**config.mk**
```make
export PLATFORM = sky130hd
export DESIGN_NAME = gpr_bank_flat
export DESIGN_NICKNAME = d
export VERILOG_FILES = /design/src/rtl/gpr_pkg.sv /design/src/rtl/gpr_bank_if.sv /design/src/rtl/gpr_scoreboard.sv /design/src/rtl/gpr_bank.sv /design/src/flat_wrapper.sv
export SDC_FILE = /design/constraint.sdc
export NUM_CORES = 2
export LEC_CHECK = 0
export CAP_MARGIN = 20
export CORE_AREA = 2 2 341 343
export CTS_BUF_LIST = sky130_fd_sc_hd__clkbuf_4
export CTS_CLUSTER_DIAMETER = 120
export DETAILED_ROUTE_END_ITERATION = 16
export DIE_AREA = 0 0 343 345
export PLACE_DENSITY = 0.77
export SLEW_MARGIN = 10
export SYNTH_ARGS = -nofsm -noshare
export SYNTH_HDL_FRONTEND = slang
export SYNTH_SLANG_ARGS = --single-unit
```
**constraint.sdc**
```tcl
create_clock -name clk -period 2.3 [get_ports clk]
set_input_delay 0.23 -clock clk [delete_from_list [all_inputs] [get_ports clk]]
set_output_delay 0.23 -clock clk [all_outputs]
set_load 0.05 [all_outputs]
```
**src/rtl/gpr_pkg.sv**
```systemverilog
// Shared types and helpers for the general-purpose register bank.
// The write-match search is sized to the largest supported port count and address width.
package gpr_pkg;

  localparam int XLEN_DEF  = 32;
  localparam int NREGS_DEF = 32;
  localparam int MAX_NWR   = 2;
  localparam int MAX_AW    = 16;
  localparam int MIDX_W    = $clog2(MAX_NWR);

  typedef logic [$clog2(NREGS_DEF)-1:0] gpr_addr_t;

  typedef struct packed {
    logic                en;
    gpr_addr_t           addr;
    logic [XLEN_DEF-1:0] data;
  } wr_req_t;

  typedef struct packed {
    logic              hit;
    logic [MIDX_W-1:0] idx;
  } wr_match_t;

  // Later ports overwrite earlier ones, so the highest matching index wins.
  function automatic wr_match_t find_wr_match(
    input logic [MAX_NWR-1:0]             en,
    input logic [MAX_NWR-1:0][MAX_AW-1:0] addr,
    input logic [MAX_AW-1:0]              a
  );
    wr_match_t m;
    m = '0;
    for (int k = 0; k < MAX_NWR; k++) begin
      if (en[k] && (addr[k] == a)) begin
        m.hit = 1'b1;
        m.idx = MIDX_W'(k);
      end
    end
    return m;
  endfunction

  function automatic logic wr_hits(
    input logic [MAX_NWR-1:0]             en,
    input logic [MAX_NWR-1:0][MAX_AW-1:0] addr,
    input logic [MAX_AW-1:0]              a
  );
    logic hit;
    hit = 1'b0;
    for (int k = 0; k < MAX_NWR; k++) begin
      if (en[k] && (addr[k] == a)) hit = 1'b1;
    end
    return hit;
  endfunction

endpackage

```
**src/rtl/gpr_bank_if.sv**
```systemverilog
// Decode/writeback-facing bus of the register bank: read, write and allocate ports.
interface gpr_bank_if #(
  parameter int XLEN  = 32,
  parameter int NREGS = 32,
  parameter int NRD   = 2,
  parameter int NWR   = 1
);
  localparam int AW = $clog2(NREGS);

  logic [NRD-1:0][AW-1:0]   rd_addr;
  logic [NRD-1:0][XLEN-1:0] rd_data;
  logic [NRD-1:0]           rd_busy;
  logic [NWR-1:0]           wr_en;
  logic [NWR-1:0][AW-1:0]   wr_addr;
  logic [NWR-1:0][XLEN-1:0] wr_data;
  logic                     alloc_en;
  logic [AW-1:0]            alloc_addr;
  logic                     alloc_ok;

  modport master (
    output rd_addr, wr_en, wr_addr, wr_data, alloc_en, alloc_addr,
    input  rd_data, rd_busy, alloc_ok
  );

  modport slave (
    input  rd_addr, wr_en, wr_addr, wr_data, alloc_en, alloc_addr,
    output rd_data, rd_busy, alloc_ok
  );
endinterface

```
**src/rtl/gpr_scoreboard.sv**
```systemverilog
// Per-register busy bits for pipelined issue: set by accepted allocations, cleared by writes.
module gpr_scoreboard
  import gpr_pkg::*;
#(
  parameter int NREGS    = 32,
  parameter int NRD      = 2,
  parameter int NWR      = 1,
  parameter int ZERO_REG = 1,
  parameter int BYPASS   = 1,
  localparam int AW      = $clog2(NREGS)
) (
  input  logic                 clk,
  input  logic                 rst_n,
  input  logic [NRD-1:0][AW-1:0] rd_addr,
  input  logic [NRD-1:0]       rd_wr_hit,
  input  logic [NWR-1:0]       wr_en,
  input  logic [NWR-1:0][AW-1:0] wr_addr,
  input  logic                 alloc_en,
  input  logic [AW-1:0]        alloc_addr,
  input  logic                 alloc_wr_hit,
  output logic [NRD-1:0]       rd_busy,
  output logic                 alloc_ok
);
  localparam bit ZR = (ZERO_REG != 0);
  localparam bit BP = (BYPASS != 0);

  logic [NREGS-1:0] busy_q, busy_d;
  logic             alloc_zero;

  always_comb begin
    alloc_zero = ZR && (alloc_addr == '0);
    alloc_ok   = alloc_en & (alloc_zero | !busy_q[alloc_addr] | alloc_wr_hit);

    // Clear first so an allocation in the same cycle leaves the register busy.
    busy_d = busy_q;
    for (int k = 0; k < NWR; k++) begin
      if (wr_en[k]) busy_d[wr_addr[k]] = 1'b0;
    end
    if (alloc_ok && !alloc_zero) busy_d[alloc_addr] = 1'b1;

    rd_busy = '0;
    for (int i = 0; i < NRD; i++) begin
      rd_busy[i] = busy_q[rd_addr[i]] & !(BP && rd_wr_hit[i])
                 & !(ZR && (rd_addr[i] == '0));
    end
  end

  always_ff @(posedge clk or negedge rst_n) begin
    if (!rst_n) busy_q <= '0;
    else        busy_q <= busy_d;
  end

endmodule

```
**src/rtl/gpr_bank.sv**
```systemverilog
// Multi-port register bank with optional same-cycle write bypass and a busy scoreboard.
module gpr_bank
  import gpr_pkg::*;
#(
  parameter int XLEN     = XLEN_DEF,
  parameter int NREGS    = NREGS_DEF,
  parameter int NRD      = 2,
  parameter int NWR      = 1,
  parameter int ZERO_REG = 1,
  parameter int BYPASS   = 1
) (
  input  logic       clk,
  input  logic       rst_n,
  gpr_bank_if.slave  bus
);
  localparam int AW = $clog2(NREGS);
  localparam bit ZR = (ZERO_REG != 0);
  localparam bit BP = (BYPASS != 0);

  logic [XLEN-1:0]              mem_q [NREGS];
  logic [XLEN-1:0]              mem_d [NREGS];
  logic [MAX_NWR-1:0]           wr_en_x;
  logic [MAX_NWR-1:0][MAX_AW-1:0] wr_addr_x;
  logic [XLEN-1:0]              wr_data_x [MAX_NWR];
  wr_match_t                    rd_match [NRD];
  logic [NRD-1:0]               rd_wr_hit;
  logic                         alloc_wr_hit;

  // Widen the write ports to the fixed shape the shared match helpers expect.
  always_comb begin
    wr_en_x   = '0;
    wr_addr_x = '0;
    for (int k = 0; k < MAX_NWR; k++) wr_data_x[k] = '0;
    for (int k = 0; k < NWR; k++) begin
      wr_en_x[k]   = bus.wr_en[k];
      wr_addr_x[k] = MAX_AW'(bus.wr_addr[k]);
      wr_data_x[k] = bus.wr_data[k];
    end
  end

  always_comb begin
    mem_d = mem_q;
    for (int k = 0; k < NWR; k++) begin
      if (bus.wr_en[k] && !(ZR && (bus.wr_addr[k] == '0)))
        mem_d[bus.wr_addr[k]] = bus.wr_data[k];
    end
  end

  always_ff @(posedge clk or negedge rst_n) begin
    if (!rst_n) begin
      for (int r = 0; r < NREGS; r++) mem_q[r] <= '0;
    end else begin
      mem_q <= mem_d;
    end
  end

  always_comb begin
    bus.rd_data = '0;
    rd_wr_hit   = '0;
    for (int i = 0; i < NRD; i++) begin
      rd_match[i]  = find_wr_match(wr_en_x, wr_addr_x, MAX_AW'(bus.rd_addr[i]));
      rd_wr_hit[i] = rd_match[i].hit;
      if (ZR && (bus.rd_addr[i] == '0))
        bus.rd_data[i] = '0;
      else if (BP && rd_match[i].hit)
        bus.rd_data[i] = wr_data_x[rd_match[i].idx];
      else
        bus.rd_data[i] = mem_q[bus.rd_addr[i]];
    end
  end

  assign alloc_wr_hit = wr_hits(wr_en_x, wr_addr_x, MAX_AW'(bus.alloc_addr));

  gpr_scoreboard #(
    .NREGS    (NREGS),
    .NRD      (NRD),
    .NWR      (NWR),
    .ZERO_REG (ZERO_REG),
    .BYPASS   (BYPASS)
  ) u_scoreboard (
    .clk          (clk),
    .rst_n        (rst_n),
    .rd_addr      (bus.rd_addr),
    .rd_wr_hit    (rd_wr_hit),
    .wr_en        (bus.wr_en),
    .wr_addr      (bus.wr_addr),
    .alloc_en     (bus.alloc_en),
    .alloc_addr   (bus.alloc_addr),
    .alloc_wr_hit (alloc_wr_hit),
    .rd_busy      (bus.rd_busy),
    .alloc_ok     (bus.alloc_ok)
  );

endmodule

```
**src/flat_wrapper.sv**
```systemverilog
// flat-port wrapper written by rule: the top's interface ports become plain ports
module gpr_bank_flat import gpr_pkg::*;
#(
  parameter int XLEN     = XLEN_DEF,
  parameter int NREGS    = NREGS_DEF,
  parameter int NRD      = 2,
  parameter int NWR      = 1,
  parameter int ZERO_REG = 1,
  parameter int BYPASS   = 1
)
  (clk, rst_n, bus_rd_addr, bus_wr_en, bus_wr_addr, bus_wr_data, bus_alloc_en, bus_alloc_addr, bus_rd_data, bus_rd_busy, bus_alloc_ok);
  gpr_bank_if #(.XLEN(XLEN), .NREGS(NREGS), .NRD(NRD), .NWR(NWR)) bus_i ();
  input  logic clk;
  input  logic rst_n;
  input wire logic [$bits(bus_i.rd_addr)-1:0] bus_rd_addr;
  input wire logic [$bits(bus_i.wr_en)-1:0] bus_wr_en;
  input wire logic [$bits(bus_i.wr_addr)-1:0] bus_wr_addr;
  input wire logic [$bits(bus_i.wr_data)-1:0] bus_wr_data;
  input wire logic [$bits(bus_i.alloc_en)-1:0] bus_alloc_en;
  input wire logic [$bits(bus_i.alloc_addr)-1:0] bus_alloc_addr;
  output wire logic [$bits(bus_i.rd_data)-1:0] bus_rd_data;
  output wire logic [$bits(bus_i.rd_busy)-1:0] bus_rd_busy;
  output wire logic [$bits(bus_i.alloc_ok)-1:0] bus_alloc_ok;
  assign bus_i.rd_addr = bus_rd_addr;
  assign bus_i.wr_en = bus_wr_en;
  assign bus_i.wr_addr = bus_wr_addr;
  assign bus_i.wr_data = bus_wr_data;
  assign bus_i.alloc_en = bus_alloc_en;
  assign bus_i.alloc_addr = bus_alloc_addr;
  assign bus_rd_data = bus_i.rd_data;
  assign bus_rd_busy = bus_i.rd_busy;
  assign bus_alloc_ok = bus_i.alloc_ok;
  gpr_bank #(.XLEN(XLEN), .NREGS(NREGS), .NRD(NRD), .NWR(NWR), .ZERO_REG(ZERO_REG), .BYPASS(BYPASS)) u_core (.clk(clk), .rst_n(rst_n), .bus(bus_i));
endmodule
```
==> results.md <==
- Yosys top cell area share: 0.4628
- Clk buf depth: 4
- # rows: 125
- Wire per inst: 31.50 microns
- CP delay by family, top: multiplexers
- DRC: 0
- Worst r2r path cells: 9
- Failing checks: negative setup slack
- Max-Cap Viols: 0
- Buffers plus inverters on the worst setup path: 1
- Fill cells: 8304
- Crit path from: u_core.mem_q[766]$_DFFE_PN0P_
- Worst Tran Pin Value: 0.8961 ns
- Pins Over Slew Limit: 0
- H-tree depth: 5
- Most frequent cell after synthesis: dfrtp_1
- Number of DRC markers in iteration 0: 5500
- Final setup fails: 68
- Sequential fraction of the synthesis area: 0.4628
- Crit path to: bus_rd_data[62]
- Max incr delay on CP: 0.50 ns
- Cell area after synthesis: 57100 sq um
- Nets@finish: 4656
- CTS buffer count: 297
- Setup WS pre-CTS: -0.6992 ns
- Status: complete, but fails checks
- Mean Syn Cell Area: 14.43 sq um
- Area of the multi-input gates: 29750 sq um
- Detailed Place HPWL: 131.4 mm
- Min setup slack post-route: -1.085 ns
- Die Ht: 345 microns
- First-pass GRT wire length: 292.0 mm
- Largest net degree at the start of global routing: 72
- Worst skew pair latency: 1.17 ns
- Core ar.: 115100 sq um
- Synth top cells by count: 1056 x dfrtp_1, 991 x mux2_2, 434 x mux4_2, 231 x clkbuf_1, 215 x mux2i_1
- Vias: 43.11k
- Final hold vios: 0
- FF-to-FF End: u_core.u_scoreboard.busy_q[14]$_DFF_PN0_
- Yosys reg bits: 1056
- Fraction of layout cells with a size suffix above 1: 0.5997
- Register area: 26430 sq um
- Peak Freq: 0.2954 GHz
- Synth Area in Compound Gates: 0.06596
- Total negative slack: -54.74 ns
- Yosys top cell by area: dfrtp_1
- Crit path cell chain: mux4_2, mux2_2, a221o_1, a32o_2, buf_6
- Ys async rst share: 1.000
- Final worst path period need: 3.385 ns
- CP arrival: 3.16 ns
- Flop-to-flop setup slack: -0.02 ns
- EDFF count, synth: 0
- Slowest cell on the critical path: mux4_2
- Yosys warnings: 0
- Remaining antenna violation count: 0
- Largest family of logic cells by synthesized area: multiplexers
- Die area: 118300 sq um
- LEAKAGE: 31.11 nW
- CTS tree: done
- Worst clock skew: 0.05714 ns
- Distinct cell type count after synthesis: 68
- Synth Flop Type: dfrtp_1
- Endpoint class of the critical path: primary output
- Area Growth Syn to Fin: 23.66%
- VDD IR max: 0.5644 mV
- Top post-synthesis cells by area: dfrtp_1 46%, mux2_2 20%, mux4_2 17%
- Crit path depth: 5
- Vias in the first global route: 44.74k
- CP Max Fanout: 3
- Clk slew on worst S/H paths: 0.07 ns
- Vias per inst: 6.862
- Placer Congestion: 0.9410
- Final Cycle Share: 1.472
- WP data required: 2.07 ns
- Net Count, Synth: 4013
- IO Count: 123
- 1st-pass router iterations: 7
- Initial Util: 0.4960
- RSZ-0062 raised after global routing: yes
- Synth Area in XOR/XNOR: 0.002301
- Kind of critical path: reg2out
- Mapped Cells: 3957
- GRT Overall Usage: 0.3340
- Post-Route WL: 197.9 mm
- Critical Path Source Type: flop
- CTS root buf: clkbuf_4
- Post-synthesis mux area share: 0.4059
- Initial antenna violation count: 2
- IO Port Bufs: 122
- Power density over the cells: 786.6 nW/um^2
- Worst rel slew slack: 0.4004
- Area share of fa/ha/maj cells after synthesis: 0
- GR Overflow Total: 0
- Chip width: 343 microns
- Launching point of the worst reg2reg path: u_core.u_scoreboard.busy_q[31]$_DFF_PN0_
- Post-synthesis simple-gate area fraction: 0.02386
- Clock sinks: 1056
- HP Class: in2reg
-- worst min path at each step --
stage,from,to,cells past startpoint
2_1_floorplan,rst_n,u_core.mem_q[0]$_DFFE_PN0P_,0
3_3_place_gp,rst_n,u_core.mem_q[984]$_DFFE_PN0P_,1
3_5_place_dp,rst_n,u_core.mem_q[1016]$_DFFE_PN0P_,1
4_1_cts,bus_wr_data[19],u_core.mem_q[723]$_DFFE_PN0P_,3
5_1_grt,bus_alloc_addr[3],u_core.u_scoreboard.busy_q[8]$_DFF_PN0_,4
6_report,bus_alloc_addr[3],u_core.u_scoreboard.busy_q[9]$_DFF_PN0_,4
-- cell usage in the layout (no fill, tap or decap), types with 8 or more instances in the layout --
cell type and n:
a221oi_2 16, buf_4 468, a221o_1 18, nor2_4 21
a32o_2 40, dfrtp_1 1056, mux2_2 988, nand3_2 8
o31ai_2 8, buf_6 14, mux4_2 434, o21ai_0 34
inv_2 14, o31ai_1 23, mux2_1 8, o22ai_1 22
buf_12 233, xnor2_1 9, nor3_1 14, o221ai_1 46
nand2_2 14, a211oi_2 10, dlygate4sd3_1 24, buf_8 12
a22oi_2 86, a21oi_1 39, nor2_1 26, clkbuf_4 398
nand2_1 98, mux2i_1 214, clkdlybuf4s50_1 46, a211o_1 8
a221oi_1 24, nand3_1 48, a22oi_1 29, clkinv_1 39
o21ai_1 10
-- state kept, by name (all words and copies together) (netlist names) --
signal                      flops
u_core.mem_q                 1024
u_core.u_scoreboard.busy_q     32
-- area by class of cell --
type / instances / area share
inverter: 6 / 0.0003190
sequential: 1056 / 0.3742
tap: 1524 / 0.02701
clock inverter: 57 / 0.003597
antenna: 2 / 0.00007088
clock buffer: 398 / 0.04231
timing repair buffer: 800 / 0.1311
multi-input combinational: 2439 / 0.4214
-- stage by stage --
| step | cells | instance area [sq um] | util | hold WS (ns) | total power [mW] |
|---|---|---|---|---|---|
| detailed placement | 5734 | 65520 | 0.5692 | 0.2325 | 38.60 |
| floorplan | 3957 | 57200 | - | -0.06559 | 33.34 |
| CTS | 6270 | 70190 | 0.6097 | 0.0009263 | 55.13 |
| finish | 6282 | 70610 | 0.6134 | 0.08797 | 55.54 |
| global route | 6281 | 70610 | 0.6134 | 0.07512 | 57.83 |
| global placement | 5734 | 65520 | 0.5692 | 0.2280 | 37.92 |
-- worst register-to-register path, cell delays in order, from the launching register on --
cell     delay, ns
dfrtp_1       0.40
buf_6         0.13
mux4_2        0.46
a32o_2        0.26
a21oi_4       0.14
buf_4         0.13
buf_4         0.14
buf_4         0.12
a21oi_4       0.11
o31ai_1       0.35
-- power by group --
group          total, mW  internal (mW)  switching (mW)
Sequential          24.9           22.1            2.75
Combinational       14.7           8.31            6.38
Clock               16.0           8.02            7.93
-- repair_timing --
item / CTS / global route
pin swaps: 176 / 55
endpoints found under the setup margin: 67 / 75
resized for setup: 195 / 71
endpoints found under the hold margin: 1213 / 0
hold buffers: 25 / 0
buffers inserted: 58 / 10
-- kinds of logic (layout without fill, tap and decap cells) --
group,Yosys count,in the layout
other,0,2
buffers and inverters,462,1261
multiplexers,1648,1648
flip-flops,1056,1056
AND/OR/NAND/NOR,290,290
AO/OA/AOI/OAI,486,486
XOR/XNOR,15,15
-- metal layers --
layer  track usage  up-vias  wire length, microns
met3        0.1004      881                 23890
met4        0.2189        0                 14860
met2        0.4850     3140                 87500
met5             0        -                     0
met1        0.4347    22224                 71650
li1              -    16864                     -
(Power assumes the default switching activity.)
